[src/rtl/gpio_bcd_display_if.sv]
// Bundle of the GPIO value feeding the display converter and the converted
// seven-segment outputs with status flags.
interface gpio_bcd_display_if;
   logic [31:0] din;
   logic [6:0]  hex0;
   logic [6:0]  hex1;
   logic [6:0]  hex2;
   logic [6:0]  hex3;
   logic [6:0]  hex4;
   logic [6:0]  hex5;
   logic [6:0]  hex6;
   logic [6:0]  hex7;
   logic        ovf;
   logic        busy;
   logic        upd;

   modport master (
      output din,
      input  hex0, hex1, hex2, hex3, hex4, hex5, hex6, hex7,
      input  ovf, busy, upd
   );

   modport slave (
      input  din,
      output hex0, hex1, hex2, hex3, hex4, hex5, hex6, hex7,
      output ovf, busy, upd
   );
endinterface

[src/rtl/gpio_bcd_display.sv]
// Binary-to-BCD display driver: double-dabble conversion of a 32-bit GPIO value
// into eight active-low seven-segment digits with leading-zero blanking.
module gpio_bcd_display (
   input  logic                clk,
   input  logic                rst,
   gpio_bcd_display_if.slave   bus
);

   typedef enum logic [1:0] {
      IDLE  = 2'd0,
      SHIFT = 2'd1,
      DONE  = 2'd2
   } state_t;

   state_t      state_q, state_d;
   logic [31:0] shreg_q, shreg_d;
   logic [31:0] cap_q, cap_d;
   logic [31:0] last_q, last_d;
   logic [39:0] bcd_q, bcd_d;
   logic [39:0] bcd_adj;
   logic [4:0]  cnt_q, cnt_d;
   logic        ovf_q, ovf_d;
   logic        upd_q, upd_d;
   logic        busy;
   logic [6:0]  hex_q   [8];
   logic [6:0]  hex_d   [8];
   logic [6:0]  seg_new [8];

   function automatic logic [6:0] seg7(input logic [3:0] d);
      logic [6:0] s;
      case (d)
         4'd0:    s = 7'b1000000;
         4'd1:    s = 7'b1111001;
         4'd2:    s = 7'b0100100;
         4'd3:    s = 7'b0110000;
         4'd4:    s = 7'b0011001;
         4'd5:    s = 7'b0010010;
         4'd6:    s = 7'b0000010;
         4'd7:    s = 7'b1111000;
         4'd8:    s = 7'b0000000;
         4'd9:    s = 7'b0010000;
         default: s = 7'b1111111;
      endcase
      return s;
   endfunction

   // Add-3 correction per digit; digits never exceed 9, so 4 bits suffice.
   generate
      for (genvar gi = 0; gi < 10; gi++) begin : g_adj
         assign bcd_adj[gi*4 +: 4] = (bcd_q[gi*4 +: 4] >= 4'd5) ?
                                     bcd_q[gi*4 +: 4] + 4'd3 : bcd_q[gi*4 +: 4];
      end
   endgenerate

   // A digit is blank only if it and every more-significant digit (incl. 8/9) is zero.
   generate
      for (genvar gi = 0; gi < 8; gi++) begin : g_seg
         if (gi == 0) begin : g_lsd
            assign seg_new[gi] = seg7(bcd_q[3:0]);
         end else begin : g_upper
            assign seg_new[gi] = (bcd_q[39:gi*4] == '0) ? 7'b1111111
                                                        : seg7(bcd_q[gi*4 +: 4]);
         end
      end
   endgenerate

   always_ff @(posedge clk) begin
      if (rst) begin
         state_q <= IDLE;
      end else begin
         state_q <= state_d;
      end
   end

   always_comb begin
      state_d = state_q;
      case (state_q)
         IDLE:    if (bus.din != last_q) state_d = SHIFT;
         SHIFT:   if (cnt_q == 5'd31) state_d = DONE;
         DONE:    state_d = IDLE;
         default: state_d = IDLE;
      endcase
   end

   always_comb begin
      shreg_d = shreg_q;
      cap_d   = cap_q;
      last_d  = last_q;
      bcd_d   = bcd_q;
      cnt_d   = cnt_q;
      ovf_d   = ovf_q;
      upd_d   = 1'b0;
      for (int i = 0; i < 8; i++) hex_d[i] = hex_q[i];
      case (state_q)
         IDLE: begin
            if (bus.din != last_q) begin
               shreg_d = bus.din;
               cap_d   = bus.din;
               bcd_d   = '0;
               cnt_d   = '0;
            end
         end
         SHIFT: begin
            {bcd_d, shreg_d} = {bcd_adj, shreg_q} << 1;
            cnt_d            = cnt_q + 5'd1;
         end
         DONE: begin
            for (int i = 0; i < 8; i++) hex_d[i] = seg_new[i];
            ovf_d  = (bcd_q[39:32] != 8'd0);
            last_d = cap_q;
            upd_d  = 1'b1;
         end
         default: ;
      endcase
   end

   always_ff @(posedge clk) begin
      if (rst) begin
         shreg_q  <= '0;
         cap_q    <= '0;
         last_q   <= '0;
         bcd_q    <= '0;
         cnt_q    <= '0;
         ovf_q    <= 1'b0;
         upd_q    <= 1'b0;
         hex_q[0] <= 7'b1000000;
         for (int i = 1; i < 8; i++) hex_q[i] <= 7'b1111111;
      end else begin
         shreg_q <= shreg_d;
         cap_q   <= cap_d;
         last_q  <= last_d;
         bcd_q   <= bcd_d;
         cnt_q   <= cnt_d;
         ovf_q   <= ovf_d;
         upd_q   <= upd_d;
         for (int i = 0; i < 8; i++) hex_q[i] <= hex_d[i];
      end
   end

   always_comb begin
      busy = (state_q != IDLE);
   end

   assign bus.busy = busy;
   assign bus.upd  = upd_q;
   assign bus.ovf  = ovf_q;
   assign bus.hex0 = hex_q[0];
   assign bus.hex1 = hex_q[1];
   assign bus.hex2 = hex_q[2];
   assign bus.hex3 = hex_q[3];
   assign bus.hex4 = hex_q[4];
   assign bus.hex5 = hex_q[5];
   assign bus.hex6 = hex_q[6];
   assign bus.hex7 = hex_q[7];

endmodule

[src/flat_wrapper.sv]
// flat-port wrapper written by rule: the top's interface ports become plain ports
module gpio_bcd_display_flat 
  (clk, rst, bus_din, bus_hex0, bus_hex1, bus_hex2, bus_hex3, bus_hex4, bus_hex5, bus_hex6, bus_hex7, bus_ovf, bus_busy, bus_upd);
  gpio_bcd_display_if bus_i ();
  input  logic clk;
  input  logic rst;
  input wire logic [$bits(bus_i.din)-1:0] bus_din;
  output wire logic [$bits(bus_i.hex0)-1:0] bus_hex0;
  output wire logic [$bits(bus_i.hex1)-1:0] bus_hex1;
  output wire logic [$bits(bus_i.hex2)-1:0] bus_hex2;
  output wire logic [$bits(bus_i.hex3)-1:0] bus_hex3;
  output wire logic [$bits(bus_i.hex4)-1:0] bus_hex4;
  output wire logic [$bits(bus_i.hex5)-1:0] bus_hex5;
  output wire logic [$bits(bus_i.hex6)-1:0] bus_hex6;
  output wire logic [$bits(bus_i.hex7)-1:0] bus_hex7;
  output wire logic [$bits(bus_i.ovf)-1:0] bus_ovf;
  output wire logic [$bits(bus_i.busy)-1:0] bus_busy;
  output wire logic [$bits(bus_i.upd)-1:0] bus_upd;
  assign bus_i.din = bus_din;
  assign bus_hex0 = bus_i.hex0;
  assign bus_hex1 = bus_i.hex1;
  assign bus_hex2 = bus_i.hex2;
  assign bus_hex3 = bus_i.hex3;
  assign bus_hex4 = bus_i.hex4;
  assign bus_hex5 = bus_i.hex5;
  assign bus_hex6 = bus_i.hex6;
  assign bus_hex7 = bus_i.hex7;
  assign bus_ovf = bus_i.ovf;
  assign bus_busy = bus_i.busy;
  assign bus_upd = bus_i.upd;
  gpio_bcd_display u_core (.clk(clk), .rst(rst), .bus(bus_i));
endmodule
[config.mk]
export PLATFORM = sky130hd
export DESIGN_NAME = gpio_bcd_display_flat
export DESIGN_NICKNAME = d
export VERILOG_FILES = /design/src/rtl/gpio_bcd_display_if.sv /design/src/rtl/gpio_bcd_display.sv /design/src/flat_wrapper.sv
export SDC_FILE = /design/constraint.sdc
export NUM_CORES = 1
export LEC_CHECK = 0
export CORE_MARGIN = 3
export CORE_UTILIZATION = 39
export DETAILED_ROUTE_END_ITERATION = 8
export PLACE_DENSITY = 0.67
export SYNTH_ARGS = -nofsm -noshare
export SYNTH_HDL_FRONTEND = slang
export SYNTH_SLANG_ARGS = --single-unit
export TNS_END_PERCENT = 50
[constraint.sdc]
create_clock -name clk -period 2.7 [get_ports clk]
set_input_delay 0.54 -clock clk [delete_from_list [all_inputs] [get_ports clk]]
set_output_delay 0.54 -clock clk [all_outputs]
set_load 0.02 [all_outputs]
==> results_dict.tcl <==
set metrics [dict create \
    outcome "finished, final reports clean" \
    end_kind "flip-flop" \
    post-route-min-period_ns 2.62 \
    power_switching_mw 1.86 \
    hold_path_depth 2 \
    clk_path_buf_depth 3 \
    hold_end "u_core.bcd_q[39]$_SDFFE_PP0P_" \
    cts_inserted_buffers 28 \
    ys_ff_latch 257 \
    syn_to_final_growth_pct 32.1 \
    slew_violations 0 \
    synthCells 1371 \
    grt_overflow 0 \
    crit_arrival_ns 3.09 \
    postCtsHoldBufs 0 \
    worstSetupPathType "input port to flip-flop" \
    fill_cells 2636 \
    vdd_drop_max_mv 0.449 \
    coreArea_um2 28900 \
    swShare_pct 22.7 \
    ant_nets 0 \
    finalPower_mw 8.17 \
    setup_viol 0 \
    worstPathRequired_ns 3.17 \
    final_core_util_pct 52.8 \
    whs_ns 0.233 \
    p_comb_share_pct 4.8 \
    cellInternalPower_mw 6.31 \
    critPathLaunchType "input port" \
    hp-class "input port to flip-flop" \
    synth_seq_area_share_pct 44.5 \
    placementRows 62 \
    grt_pass1_wl_um 48800 \
    seqPwrFrac_pct 47.5 \
    wirelength_um 30000 \
    slew_headroom_pct 54.2 \
    clock.fmax_mhz 381 \
    tns_ns 0 \
    async_reset_ff_share_pct 0 \
    dp_hpwl_um 20600 \
    root_buffer "clkbuf_16" \
    die_width_um 178 \
    ys.flop_type "dfxtp_1" \
    syn-mean-instance-area_um2 8.43 \
    ys_warn_count 0 \
    die_area_um2 31700 \
    final_layout_size_suffix_gt1_share_pct 18.4 \
    io_buffer_count 92 \
    die-height_um 178 \
    drt-wirelength-per-cell_um 15.2 \
    synth_common_cells "257 x dfxtp_1, 229 x nand2_1, 133 x a21oi_1, 113 x nor2_1, 72 x o21ai_0" \
    track_usage_pct 18.4 \
    drt_iter0_markers 813 \
    clk_latency_ns 0.56 \
    pwr_density_cell_nw_per_um2 535 \
    synth.cell_area_um2 11600 \
    final_cell_count_no_fill 1980 \
    path_clk_slew_ns 0.06 \
    synth_top_area_share_pct 44.5 \
    synth_nets 1476 \
    yosysMostFrequentCell "dfxtp_1" \
    synthTopCellsByArea "dfxtp_1 45%, ha_1 7.7%, nand2_1 7.4%" \
    period_share_pct 97.2 \
    worstMarginPinSlew_ns 0.687 \
    ys_types 60 \
    synth-edff-count 0 \
    h-tree-depth 1 \
    drcViolationCount 0 \
    min-delay-start "rst" \
    rr_worst_depth 11 \
    initial_core_util_pct 39.9 \
    grt_max_degree 67 \
    finalHoldViolations 0 \
    synth_area_leader_cell "dfxtp_1" \
    cp_max_fo 7 \
    drv_cap 0 \
    antenna_found_initial 0 \
    rsz0062_at_grt "true" \
    dp.cells 1919 \
    num-nets-final 1679 \
    vias 10500 \
    pin_count 93 \
    final.setup_skew_ns 0.0283 \
    place_congestion 0.882 \
    cts_tree "yes" \
    first_global_vias 9957 \
    drtPass1Iterations 6 \
    clkSinkCount 257 \
    reg2reg_from "u_core.last_q[7]$_SDFFE_PP0P_" \
    pwr-share-clk_pct 47.7 \
    vias_per_cell 5.31 \
    ff2ff_setup_slack_ns 0.12 \
    leakage_nw 6.23 \
    antenna_cells 0 \
]
==> routing by layer <==
layer / routed length (µm) / track usage [%]
met3: 1680 / 2.55
met2: 14300 / 31.8
met5: 0 / 0
met4: 794 / 5.43
met1: 13300 / 23.9
==> cell type report <==
type	count	area [µm²]	share of cell area (%)
Inverter	69	259	1.70
Multi-Input combinational cell	959	6150	40.3
Clock inverter	14	171	1.12
Sequential cell	257	5140	33.7
Clock buffer	38	798	5.23
Tap cell	384	480	3.15
Timing Repair Buffer	259	2260	14.8
==> stage by stage <==
stage               worst slack, ns  instance area (µm²)
floorplan                  -0.00155                11600
global placement             -0.872                13900
CTS                        0.000630                15000
global route                -0.0205                15300
finish                       0.0760                15300
detailed placement           -0.928                13900
==> worst max-delay path, stage by stage <==
cell and delay (ns):
clkdlybuf4s50_1 0.47, xnor2_2 0.19, nand4_1 0.13, nor4_4 0.06, buf_4 0.16, a31o_4 0.26, buf_4 0.15, buf_4 0.16
a22oi_2 0.35, mux2_2 0.39, a221oi_2 0.22
==> how the worst max path moves through the flow <==
stage / startpoint / slack [ns] / end / depth (start not counted)
2_1_floorplan: bus_din[18] / -0.002 / flip-flop / 10
6_report: bus_din[20] / 0.08 / flip-flop / 11
5_1_grt: bus_din[24] / -0.02 / flip-flop / 10
4_1_cts: bus_din[17] / 0.0006 / flip-flop / 11
3_5_place_dp: bus_din[28] / -0.93 / flip-flop / 11
3_3_place_gp: bus_din[28] / -0.87 / flip-flop / 12
==> kinds of logic after synthesis <==
kind of cell / Yosys count / share of synthesized area (%)
AOI/OAI and AO/OA: 385 / 21.6
adders and majority gates: 71 / 7.69
and+or+nand+nor: 447 / 16.7
buffers and inverters: 155 / 5.13
xor gates and xnor gates: 47 / 3.56
muxes: 9 / 0.791
DFF: 257 / 44.5
==> power by group through the flow <==
stage,clock network [mW],registers (mW),logic (mW)
after floorplan,0,3.96,0.188
final,3.90,3.88,0.391
after global routing,4.14,3.89,0.423
after CTS,3.99,3.88,0.384
after global placement,0,3.96,0.375
after detailed placement,0,3.96,0.379
==> what timing repair did <==
action	in CTS	in global routing
pin swaps	10	32
buffers inserted	6	3
resized for setup	27	57
setup endpoints to repair	91	47
==> layout by cell type (no fill, tap or decap), types with 8 or more instances in the layout <==
cell type / instances
a211oi_1: 17
a21oi_1: 123
a222oi_1: 33
a31oi_1: 9
buf_4: 161
clkbuf_16: 28
clkdlybuf4s50_1: 74
dfxtp_1: 257
dlymetal6s2s_1: 12
ha_1: 68
inv_1: 56
inv_2: 13
mux2i_1: 8
nand2_1: 225
nand2b_1: 12
nand3_1: 15
nand4_1: 12
nor2_1: 110
nor3_1: 37
o21ai_0: 63
o22ai_1: 26
o31ai_1: 13
xnor2_1: 31
xnor2_2: 13
Power figures use the tool's default switching activity.
==> patch: new RTL, same settings <==
Reset style: asynchronous (`rst`), changed in 2 clocked blocks.
--- a/src/rtl/gpio_bcd_display.sv
+++ b/src/rtl/gpio_bcd_display.sv
@@ -64,7 +64,7 @@
       end
    endgenerate
 
-   always_ff @(posedge clk) begin
+   always_ff @(posedge clk or posedge rst) begin
       if (rst) begin
          state_q <= IDLE;
       end else begin
@@ -114,7 +114,7 @@
       endcase
    end
 
-   always_ff @(posedge clk) begin
+   always_ff @(posedge clk or posedge rst) begin
       if (rst) begin
          shreg_q  <= '0;
          cap_q    <= '0;
Behaviour: differs if rst is asserted again (counterexample within 4 cycles, from zero or initial values and one cycle with rst high); with rst held inactive, the same outputs for 4 cycles.
==> patch against the original RTL <==
  * Final area down 14%
  * Setup slack better by 0.12 ns
  * Synthesized area down 8.0%
  * Sequential cell count down 56
  * Via count down 20%
  * Die area down 7.8%
  * Wire length down 16%
  * Critical path depth down 3
Power is not compared: it rests on default switching activity, and its combinational part moved more than twofold at a synthesized area within 25%.
==> patch: results (changes against the original RTL) <==
\begin{tabular}{lr}
\hline
Metric & Value \\
\hline
\multicolumn{2}{l}{\textbf{Run status}} \\
\quad Status & finished clean \\
\multicolumn{2}{l}{\textbf{Cells and area}} \\
\quad Number of multi-input combinational cells & 749 (-22\%) \\
\quad Number of ordinary inverters in the final layout & 77 (+12\%) \\
\quad Net count reported at finish & 1283 (-24\%) \\
\quad Clkbuf count & 35 (-7.9\%) \\
\quad Clock-cell share of area & 6.13\% (-0.23 points) \\
\multicolumn{2}{l}{\textbf{Global routing}} \\
\quad Global routing usage on met2 & 28.2\% (-3.6 points) \\
\quad Global-route usage over all layers & 17.4\% (-0.95 points) \\
\quad Met3 demand-to-capacity share in global routing & 2.26\% (-0.29 points) \\
\multicolumn{2}{l}{\textbf{Clocking}} \\
\quad Post-cts repair resize count & 0 (-100\%) \\
\quad Latest clock arrival within the worst-skew pair & 0.50 ns (-0.06 ns) \\
\quad \# clock sinks & 201 (-22\%) \\
\quad Total setup buffers inserted after CTS & 0 (-6) \\
\multicolumn{2}{l}{\textbf{Yosys}} \\
\quad Most used DFF post-synth & dfrtp\_1 \\
\quad Synthesized net count & 1186 (-20\%) \\
\quad Ys async rst share & 100\% (+100 points) \\
\quad Seq/Total Area, Yosys & 47.9\% (+3.4 points) \\
\quad Most instantiated cells after synthesis & 158 x nand2\_1, 151 x dfrtp\_1, 75 x a21oi\_1, 75 x inv\_1, 68 x nor2\_1 \\
\multicolumn{2}{l}{\textbf{STA}} \\
\quad Worst slew slack as a fraction of its limit & 54.1\% (-0.13 points) \\
\multicolumn{2}{l}{\textbf{Routing}} \\
\quad Initial drt markers & 467 (-43\%) \\
\quad Post-detailed-route via-to-cell ratio & 5.44 (+2.4\%) \\
\quad Wire length per cell after detailed routing & 16.4 um (+7.9\%) \\
\quad Met2 layer wire length in the routed design & 11.7 mm (-18\%) \\
\multicolumn{2}{l}{\textbf{Critical path}} \\
\quad Worst setup slack for register-to-register paths & 0.20 ns (+0.08 ns) \\
\multicolumn{2}{l}{\textbf{Placed design}} \\
\quad Half-perimeter wire length after placement & 17.4 mm (-15\%) \\
\hline
\end{tabular}
==> patch: cell types whose count changed in the layout (fill, tap and decap cells not counted), sizes merged, moves of 27 or more <==
cell	change
a21oi	-57
a222oi	-33
a22o	+27
a311o	+31
buf	-114
dfrtp	+151
dfstp	+50
dfxtp	-257
nand2	-71
nor2	-45
nor3	-32
==> patch: worst max-delay path, stage by stage, from the launching register on <==
cell	delay (ns)
dfrtp_1	0.42
inv_1	0.20
ha_1	0.22
nor4bb_1	0.44
nand4_1	0.22
nor4_1	0.25
buf_4	0.20
and3_1	0.30
o22a_1	0.19
==> patch: logic make-up (layout without fill, tap and decap cells) <==
family                   count (synthesis)  count (layout)  share of synthesized area, %
flip-flops                             201             201                          47.9
buffers and inverters                  151             264                          5.57
multiplexers                            27              27                          2.81
AND/OR/NAND/NOR                        292             292                          12.3
XOR/XNOR                                45              45                          3.71
AO/OA/AOI/OAI                          334             334                          21.7
adder cells (fa/ha/maj)                 51              51                          6.01
==> patch: metrics by stage <==
stage | instance area, sq um | cells | hold WS (ns) | worst slack, ns
final | 13100 | 1549 | 0.385 | 0.197
after global routing | 13100 | 1549 | 0.391 | 0.0270
after CTS | 13100 | 1549 | 0.378 | 0.190
after detailed placement | 12300 | 1508 | 0.450 | -0.194
after global placement | 12300 | 1508 | 0.442 | -0.161
after floorplan | 10600 | 1101 | 0.432 | -0.401
==> patch: power by group through the flow <==
stage | combinational, mW | sequential [mW] | clock (mW)
floorplan | 3.12 | 5.08 | 0
global placement | 5.12 | 4.88 | 0
detailed placement | 5.20 | 4.91 | 0
CTS | 5.22 | 4.86 | 3.36
global route | 5.83 | 5.00 | 3.49
finish | 5.18 | 4.86 | 3.29
